$ cat src/rtl/m_mcctl_pkg.sv
// Shared constants for the multi-cycle add-only core: state codes, instruction fields,
// register indices and the decoded-instruction record.
package m_mcctl_pkg;

  localparam logic [2:0] ST_IDLE   = 3'd0;
  localparam logic [2:0] ST_FETCH  = 3'd1;
  localparam logic [2:0] ST_DECODE = 3'd2;
  localparam logic [2:0] ST_EXEC   = 3'd3;
  localparam logic [2:0] ST_WB     = 3'd4;
  localparam logic [2:0] ST_HALT   = 3'd5;

  localparam logic [6:0] OPCODE_OP  = 7'b0110011;
  localparam logic [2:0] FUNCT3_ADD = 3'b000;
  localparam logic [6:0] FUNCT7_ADD = 7'b0000000;

  localparam logic [4:0] REG_ZERO = 5'd0;
  localparam logic [4:0] REG_HALT = 5'd30;

  localparam int ICNT_W_DEF = 16;

  typedef struct packed {
    logic       legal;
    logic [4:0] rd;
    logic       is_halt;
  } dec_t;

  function automatic logic is_legal_add(input logic [31:0] ir);
    return (ir[6:0] == OPCODE_OP) && (ir[14:12] == FUNCT3_ADD) && (ir[31:25] == FUNCT7_ADD);
  endfunction

endpackage

$ cat src/rtl/m_mcctl_if.sv
// Control/status bundle between the multi-cycle controller (slave) and the
// datapath/bench side (master).
interface m_mcctl_if import m_mcctl_pkg::*; #(parameter int ICNT_W = ICNT_W_DEF) ();

  logic              w_start;
  logic              w_mem_rdy;
  logic [31:0]       w_ir;
  logic              w_ir_we;
  logic              w_pc_we;
  logic              w_alu_sel;
  logic              w_rf_we;
  logic              w_busy;
  logic              w_halt;
  logic              w_err;
  logic [2:0]        w_state;
  logic [ICNT_W-1:0] w_icount;

  modport master (
    output w_start, w_mem_rdy, w_ir,
    input  w_ir_we, w_pc_we, w_alu_sel, w_rf_we, w_busy, w_halt, w_err, w_state, w_icount
  );

  modport slave (
    input  w_start, w_mem_rdy, w_ir,
    output w_ir_we, w_pc_we, w_alu_sel, w_rf_we, w_busy, w_halt, w_err, w_state, w_icount
  );

endinterface

$ cat src/rtl/m_mcctl_dec.sv
// Combinational instruction decode: add-legality, destination register and
// whether the write targets the halt register.
module m_mcctl_dec import m_mcctl_pkg::*; #(
  parameter logic [4:0] HALT_REG = REG_HALT
) (
  input  logic [31:0] ir,
  output dec_t        dec
);

  // rs1/rs2 are routed straight to the register file by the datapath
  logic unused_rs_s;
  assign unused_rs_s = ^ir[24:15];

  // field extraction and legality
  always_comb begin
    dec         = '{legal: 1'b0, rd: 5'd0, is_halt: 1'b0};
    dec.legal   = is_legal_add(ir);
    dec.rd      = ir[11:7];
    dec.is_halt = (ir[11:7] == HALT_REG);
  end

endmodule

$ cat src/rtl/m_mcctl.sv
// Multi-cycle FETCH/DECODE/EXEC/WB sequencer sharing one adder between PC+4 and rs1+rs2;
// halts sticky on a halt-register write, an illegal instruction or a fetch timeout.
module m_mcctl import m_mcctl_pkg::*; #(
  parameter int         ICNT_W   = ICNT_W_DEF,
  parameter int         WAIT_MAX = 15,
  parameter logic [4:0] HALT_REG = REG_HALT
) (
  input logic      w_clk,
  input logic      w_rst_n,
  m_mcctl_if.slave bus
);

  localparam int                WAIT_W    = $clog2(WAIT_MAX + 1);
  localparam logic [WAIT_W-1:0] WAIT_LAST = WAIT_W'(WAIT_MAX - 1);
  localparam logic [ICNT_W-1:0] ICNT_SAT  = {ICNT_W{1'b1}};

  logic [2:0]        state_r, state_nxt_s;
  logic [WAIT_W-1:0] wait_cnt_r, wait_cnt_nxt_s;
  logic [ICNT_W-1:0] icount_r, icount_nxt_s;
  logic              halt_r, halt_nxt_s;
  logic              err_r, err_nxt_s;
  logic              ir_we_s, pc_we_s, alu_sel_s, rf_we_s, busy_s;
  dec_t              dec_s;

  m_mcctl_dec #(.HALT_REG(HALT_REG)) u_dec (
    .ir  (bus.w_ir),
    .dec (dec_s)
  );

  // next-state, wait counter, retire counter and sticky flags
  always_comb begin
    state_nxt_s    = state_r;
    wait_cnt_nxt_s = wait_cnt_r;
    icount_nxt_s   = icount_r;
    halt_nxt_s     = halt_r;
    err_nxt_s      = err_r;
    case (state_r)
      ST_IDLE: begin
        if (bus.w_start) state_nxt_s = ST_FETCH;
        else             state_nxt_s = ST_IDLE;
      end
      ST_FETCH: begin
        if (bus.w_mem_rdy) begin
          wait_cnt_nxt_s = {WAIT_W{1'b0}};
          state_nxt_s    = ST_DECODE;
        end else if (wait_cnt_r == WAIT_LAST) begin
          wait_cnt_nxt_s = {WAIT_W{1'b0}};
          state_nxt_s    = ST_HALT;
          err_nxt_s      = 1'b1;
        end else begin
          wait_cnt_nxt_s = wait_cnt_r + WAIT_W'(1);
        end
      end
      ST_DECODE: begin
        if (dec_s.legal) begin
          state_nxt_s = ST_EXEC;
        end else begin
          state_nxt_s = ST_HALT;
          err_nxt_s   = 1'b1;
        end
      end
      ST_EXEC: state_nxt_s = ST_WB;
      ST_WB: begin
        // rd=x0 still retires, so the count advances regardless of the write
        if (icount_r != ICNT_SAT) icount_nxt_s = icount_r + ICNT_W'(1);
        else                      icount_nxt_s = icount_r;
        if (dec_s.is_halt) begin
          state_nxt_s = ST_HALT;
          halt_nxt_s  = 1'b1;
        end else begin
          state_nxt_s = ST_FETCH;
        end
      end
      ST_HALT: state_nxt_s = ST_HALT;
      default: state_nxt_s = ST_IDLE;
    endcase
  end

  // enables decoded from state; IR/PC strobes follow memory-ready within FETCH
  always_comb begin
    ir_we_s   = 1'b0;
    pc_we_s   = 1'b0;
    alu_sel_s = 1'b0;
    rf_we_s   = 1'b0;
    busy_s    = 1'b0;
    case (state_r)
      ST_FETCH: begin
        busy_s = 1'b1;
        if (bus.w_mem_rdy) begin
          ir_we_s = 1'b1;
          pc_we_s = 1'b1;
        end else begin
          ir_we_s = 1'b0;
          pc_we_s = 1'b0;
        end
      end
      ST_DECODE: busy_s = 1'b1;
      ST_EXEC: begin
        busy_s    = 1'b1;
        alu_sel_s = 1'b1;
      end
      ST_WB: begin
        busy_s    = 1'b1;
        alu_sel_s = 1'b1;
        rf_we_s   = (dec_s.rd != REG_ZERO);
      end
      default: busy_s = 1'b0;
    endcase
  end

  // control state registers
  always_ff @(posedge w_clk or negedge w_rst_n) begin
    if (!w_rst_n) begin
      state_r    <= ST_IDLE;
      wait_cnt_r <= {WAIT_W{1'b0}};
      icount_r   <= {ICNT_W{1'b0}};
      halt_r     <= 1'b0;
      err_r      <= 1'b0;
    end else begin
      state_r    <= state_nxt_s;
      wait_cnt_r <= wait_cnt_nxt_s;
      icount_r   <= icount_nxt_s;
      halt_r     <= halt_nxt_s;
      err_r      <= err_nxt_s;
    end
  end

  assign bus.w_ir_we   = ir_we_s;
  assign bus.w_pc_we   = pc_we_s;
  assign bus.w_alu_sel = alu_sel_s;
  assign bus.w_rf_we   = rf_we_s;
  assign bus.w_busy    = busy_s;
  assign bus.w_halt    = halt_r;
  assign bus.w_err     = err_r;
  assign bus.w_state   = state_r;
  assign bus.w_icount  = icount_r;

endmodule

$ cat src/flat_wrapper.sv
// flat-port wrapper written by rule: the top's interface ports become plain ports
module m_mcctl_flat import m_mcctl_pkg::*;
#(
  parameter int         ICNT_W   = ICNT_W_DEF,
  parameter int         WAIT_MAX = 15,
  parameter logic [4:0] HALT_REG = REG_HALT
)
  (w_clk, w_rst_n, bus_w_start, bus_w_mem_rdy, bus_w_ir, bus_w_ir_we, bus_w_pc_we, bus_w_alu_sel, bus_w_rf_we, bus_w_busy, bus_w_halt, bus_w_err, bus_w_state, bus_w_icount);
  m_mcctl_if #(.ICNT_W(ICNT_W)) bus_i ();
  input logic w_clk;
  input logic w_rst_n;
  input wire logic [$bits(bus_i.w_start)-1:0] bus_w_start;
  input wire logic [$bits(bus_i.w_mem_rdy)-1:0] bus_w_mem_rdy;
  input wire logic [$bits(bus_i.w_ir)-1:0] bus_w_ir;
  output wire logic [$bits(bus_i.w_ir_we)-1:0] bus_w_ir_we;
  output wire logic [$bits(bus_i.w_pc_we)-1:0] bus_w_pc_we;
  output wire logic [$bits(bus_i.w_alu_sel)-1:0] bus_w_alu_sel;
  output wire logic [$bits(bus_i.w_rf_we)-1:0] bus_w_rf_we;
  output wire logic [$bits(bus_i.w_busy)-1:0] bus_w_busy;
  output wire logic [$bits(bus_i.w_halt)-1:0] bus_w_halt;
  output wire logic [$bits(bus_i.w_err)-1:0] bus_w_err;
  output wire logic [$bits(bus_i.w_state)-1:0] bus_w_state;
  output wire logic [$bits(bus_i.w_icount)-1:0] bus_w_icount;
  assign bus_i.w_start = bus_w_start;
  assign bus_i.w_mem_rdy = bus_w_mem_rdy;
  assign bus_i.w_ir = bus_w_ir;
  assign bus_w_ir_we = bus_i.w_ir_we;
  assign bus_w_pc_we = bus_i.w_pc_we;
  assign bus_w_alu_sel = bus_i.w_alu_sel;
  assign bus_w_rf_we = bus_i.w_rf_we;
  assign bus_w_busy = bus_i.w_busy;
  assign bus_w_halt = bus_i.w_halt;
  assign bus_w_err = bus_i.w_err;
  assign bus_w_state = bus_i.w_state;
  assign bus_w_icount = bus_i.w_icount;
  m_mcctl #(.ICNT_W(ICNT_W), .WAIT_MAX(WAIT_MAX), .HALT_REG(HALT_REG)) u_core (.w_clk(w_clk), .w_rst_n(w_rst_n), .bus(bus_i));
endmodule
$ cat config.mk
export PLATFORM = sky130hd
export DESIGN_NAME = m_mcctl_flat
export DESIGN_NICKNAME = d
export VERILOG_FILES = /design/src/rtl/m_mcctl_pkg.sv /design/src/rtl/m_mcctl_if.sv /design/src/rtl/m_mcctl_dec.sv /design/src/rtl/m_mcctl.sv /design/src/flat_wrapper.sv
export SDC_FILE = /design/constraint.sdc
export NUM_CORES = 1
export LEC_CHECK = 0
export ABC_AREA = 0
export CORE_ASPECT_RATIO = 0.9
export CORE_MARGIN = 2
export CORE_UTILIZATION = 56
export DETAILED_ROUTE_END_ITERATION = 16
export DONT_BUFFER_PORTS = 1
export PLACE_DENSITY = 0.79
export SLEW_MARGIN = 20
export SYNTH_ARGS = -nofsm -noshare
export SYNTH_HDL_FRONTEND = slang
export SYNTH_SLANG_ARGS = --single-unit
$ cat constraint.sdc
create_clock -name w_clk -period 2.38 [get_ports w_clk]
set_input_delay 0.595 -clock w_clk [delete_from_list [all_inputs] [get_ports w_clk]]
set_output_delay 0.595 -clock w_clk [all_outputs]
set_load 0.005 [all_outputs]
==> results of run 1 <==
## metal layers
| metal | global-route usage | vias up |
|---|---|---|
| met5 | 0 | - |
| met2 | 0.361 | 56 |
| met1 | 0.257 | 533 |
| met3 | 0.0405 | 7 |
| met4 | 0.0992 | 0 |
| li1 | - | 536 |
## logic make-up (layout without fill, tap and decap cells)
| group | Yosys count | after routing | synth area share |
|---|---|---|---|
| DFF | 25 | 25 | 0.454 |
| and+or+nand+nor | 64 | 64 | 0.270 |
| adders and majority gates | 3 | 3 | 0.0273 |
| AOI/OAI and AO/OA | 28 | 28 | 0.127 |
| muxes | 3 | 3 | 0.0245 |
| buffers and inverters | 9 | 11 | 0.0336 |
| xor gates and xnor gates | 10 | 10 | 0.0636 |
## cell usage after synthesis (3+ instances only)
library cell,count
nor2_1,8
xor2_1,8
nor4_1,6
dfrtp_1,25
o21ai_0,4
mux2_1,3
a21oi_1,8
inv_1,4
nand4_1,6
o21ai_1,3
nand3_1,7
a31oi_1,3
nor3_1,8
ha_1,3
nand2_1,11
## power by group through the flow
stage / Sequential, mW / Clock (mW) / Combinational [mW]
5_1_grt: 0.713 / 0.214 / 0.470
2_1_floorplan: 0.645 / 0 / 0.366
4_1_cts: 0.690 / 0.198 / 0.409
3_3_place_gp: 0.688 / 0 / 0.378
6_report: 0.691 / 0.194 / 0.408
3_5_place_dp: 0.698 / 0 / 0.396
## worst register-to-register path, stage by stage, from the launching register on
cell     delay [ps]
dfrtp_1         510
or3b_1          490
or4_4           580
nor3_1          270
xor2_1          180
## state kept, by name, indices dropped and copies added (netlist names)
name / flops
u_core.bus.w_err: 1
u_core.bus.w_halt: 1
u_core.wait_cnt_r: 4
u_core.bus.w_icount: 16
u_core.bus.w_state: 3
## worst paths after layout
| path | endpoint | from | slack (ps) |
|---|---|---|---|
| max in group asynchronous | u_core.bus.w_icount[8] | w_rst_n | 2180 |
| worst min-delay path | u_core.bus.w_icount[14] | w_rst_n | 60 |
| min in group w_clk | u_core.wait_cnt_r[3] | bus_w_mem_rdy | 340 |
| worst max register to register | u_core.bus.w_icount[13] | u_core.bus.w_state[0] | 290 |
| worst max-delay path | bus_w_rf_we | u_core.bus.w_state[0] | 90 |
| worst min register to register | u_core.bus.w_err | u_core.bus.w_err | 520 |
## stage by stage
stage,power [mW],area [sq um]
floorplan,1.01,1380
global placement,1.07,1400
detailed placement,1.09,1400
CTS,1.30,1440
global route,1.40,1440
finish,1.29,1440
## layout make-up
type                       count  area, sq um  area share
timing repair buffer           3         35.0      0.0243
sequential                    25          626       0.433
clock inverter                 1         5.00     0.00347
clock buffer                   3         22.5      0.0156
inverter                       4         15.0      0.0104
multi-input combinational    108          706       0.489
tap                           28         35.0      0.0243
## repair_timing
action / in CTS / in global routing
endpoints found under the hold margin: 25 / 0
hold buffers: 1 / 0
endpoints found under the setup margin: 0 / 0
gates resized for setup: 0 / 0
==> results.toml, run 1 <==
[logic_synthesis]
yosysUniqueCellTypes = 41
synth.net_count = 181
synth_area_sq_mm = 0.00138
synth_ff_type = "dfrtp_1"
yosysSeqAreaShare = 0.454
ys_seq_elements = 25
synth_cells = 142
yosysWarnings = 0
async_reset_ff_frac = 1.00
synth_edf_count = 0
netlist.area_leader.share = 0.454
netlist_top_cells_area = "dfrtp_1 (45%), xor2_1 (5.1%), nand2_1 (3.0%)"
syn_avg_cell_area_sq_um = 9.70
synth_top_area_cell = "dfrtp_1"

[finish]
drive_above_1_share = 0.0694
mostFrequentLayoutCells = "dfrtp_1 (25), nand2_1 (11)"
area_growth_pct = 4.81
instances_no_fill = 172
antenna_cells = 0
nFillCells = 209
nNetsFinal = 184
final_common_cell = "dfrtp_1"
fin_util = 0.601

[floorplanning]
die_y_um = 51.1
core_region_area_sq_mm = 0.00240
ioPinCount = 62
die_w_um = 56.3
rows = 17
start_util = 0.573
dieArea_sq_mm = 0.00287

[sta]
max_slew_margin = 0.685
timing.final.crit_share = 0.961
drv_slew = 0
tns_ps = 0
rsz0062_at_grt = "no"
layout_min_cycle_time_ps = 2290
hold_viol = 0
fin_skew_ps = 2.28
worstMarginPinSlew_ps = 468
setup_viol = 0
hold_ws_ps = 58.0
setup_ws_ps = 93.9
max_freq_mhz = 437

[pwr]
p_switching_mw = 0.522
power_density_mw_per_mm2 = 895
power.leakage_nw = 0.622
swShare = 0.404
p_int_mw = 0.771
seqPwrFrac = 0.534
peakVddDrop_v = 0.000589
clkPwrFrac = 0.150
combPwrFrac = 0.316

[min_path]
hp-class = "in2async"

[placed_design]
dpl.cell_count = 167
io_buffers = 0
place.gp.congestion = 0.794
dp_hpwl_mm = 2.14
pre_cts_ws_ps = 310

[clock_tree]
clk_pin_slew_ps = 140
post-cts-setup-buffers = 0
numClockSinks = 25
insertion_delay_ps = 320
cts-root-buf = "clkbuf_4"
numCtsBuffers = 3
cts_buffer_depth = 2
htree_levels = 1
cts_tree = "yes"

[global_route]
grt_start_max_net_pins = 26
groute.usage.overall = 0.210
grt_pass1_wl_mm = 4.72
antenna_found_initial = 0
grt_pass1_vias = 1101
overflow = 0

[setup_path]
cp_cell_sequence = "or3b_1, buf_4, a21oi_1"
path_max_fanout = 11
reg2regPathDepth = 4
crit_required_ps = 1780
cp_data_arrival_time_ps = 1690
crit_buf_inv = 1
cp-start-kind = "flip-flop"
cp.depth = 3
critPathCaptureType = "primary output"
slowest_stage = "dfrtp_1"
cp_top_family = "flip-flops"
slowest_delay_ps = 510
crit_type = "reg2out"

[drt]
drt_iter0_drc = 26
dr.max_layer_used = "met4"
drtAntennaViolNets = 0
met2_length_mm = 1.39
drt_pass1_iterations = 4
via_count = 1132
drc = 0
wl_met3_um = 211
wl_per_cell_um = 16.3
m1WireLength_mm = 1.14
drt-total-wl_mm = 2.81
via_per_inst = 6.58

[job]
max_cap_violations = 0

[outcome]
status = "complete, no violations"
(Power assumes the default switching activity.)
==> run 2: changes to the inputs <==
--- a/config.mk
+++ b/config.mk
@@ -12,7 +12,7 @@
 export DETAILED_ROUTE_END_ITERATION = 16
 export DONT_BUFFER_PORTS = 1
 export PLACE_DENSITY = 0.79
-export SLEW_MARGIN = 20
+export SLEW_MARGIN = 10
 export SYNTH_ARGS = -nofsm -noshare
 export SYNTH_HDL_FRONTEND = slang
 export SYNTH_SLANG_ARGS = --single-unit
==> results of run 2 <==
The final DEF is identical to that of run 1; final timing and power are the same.
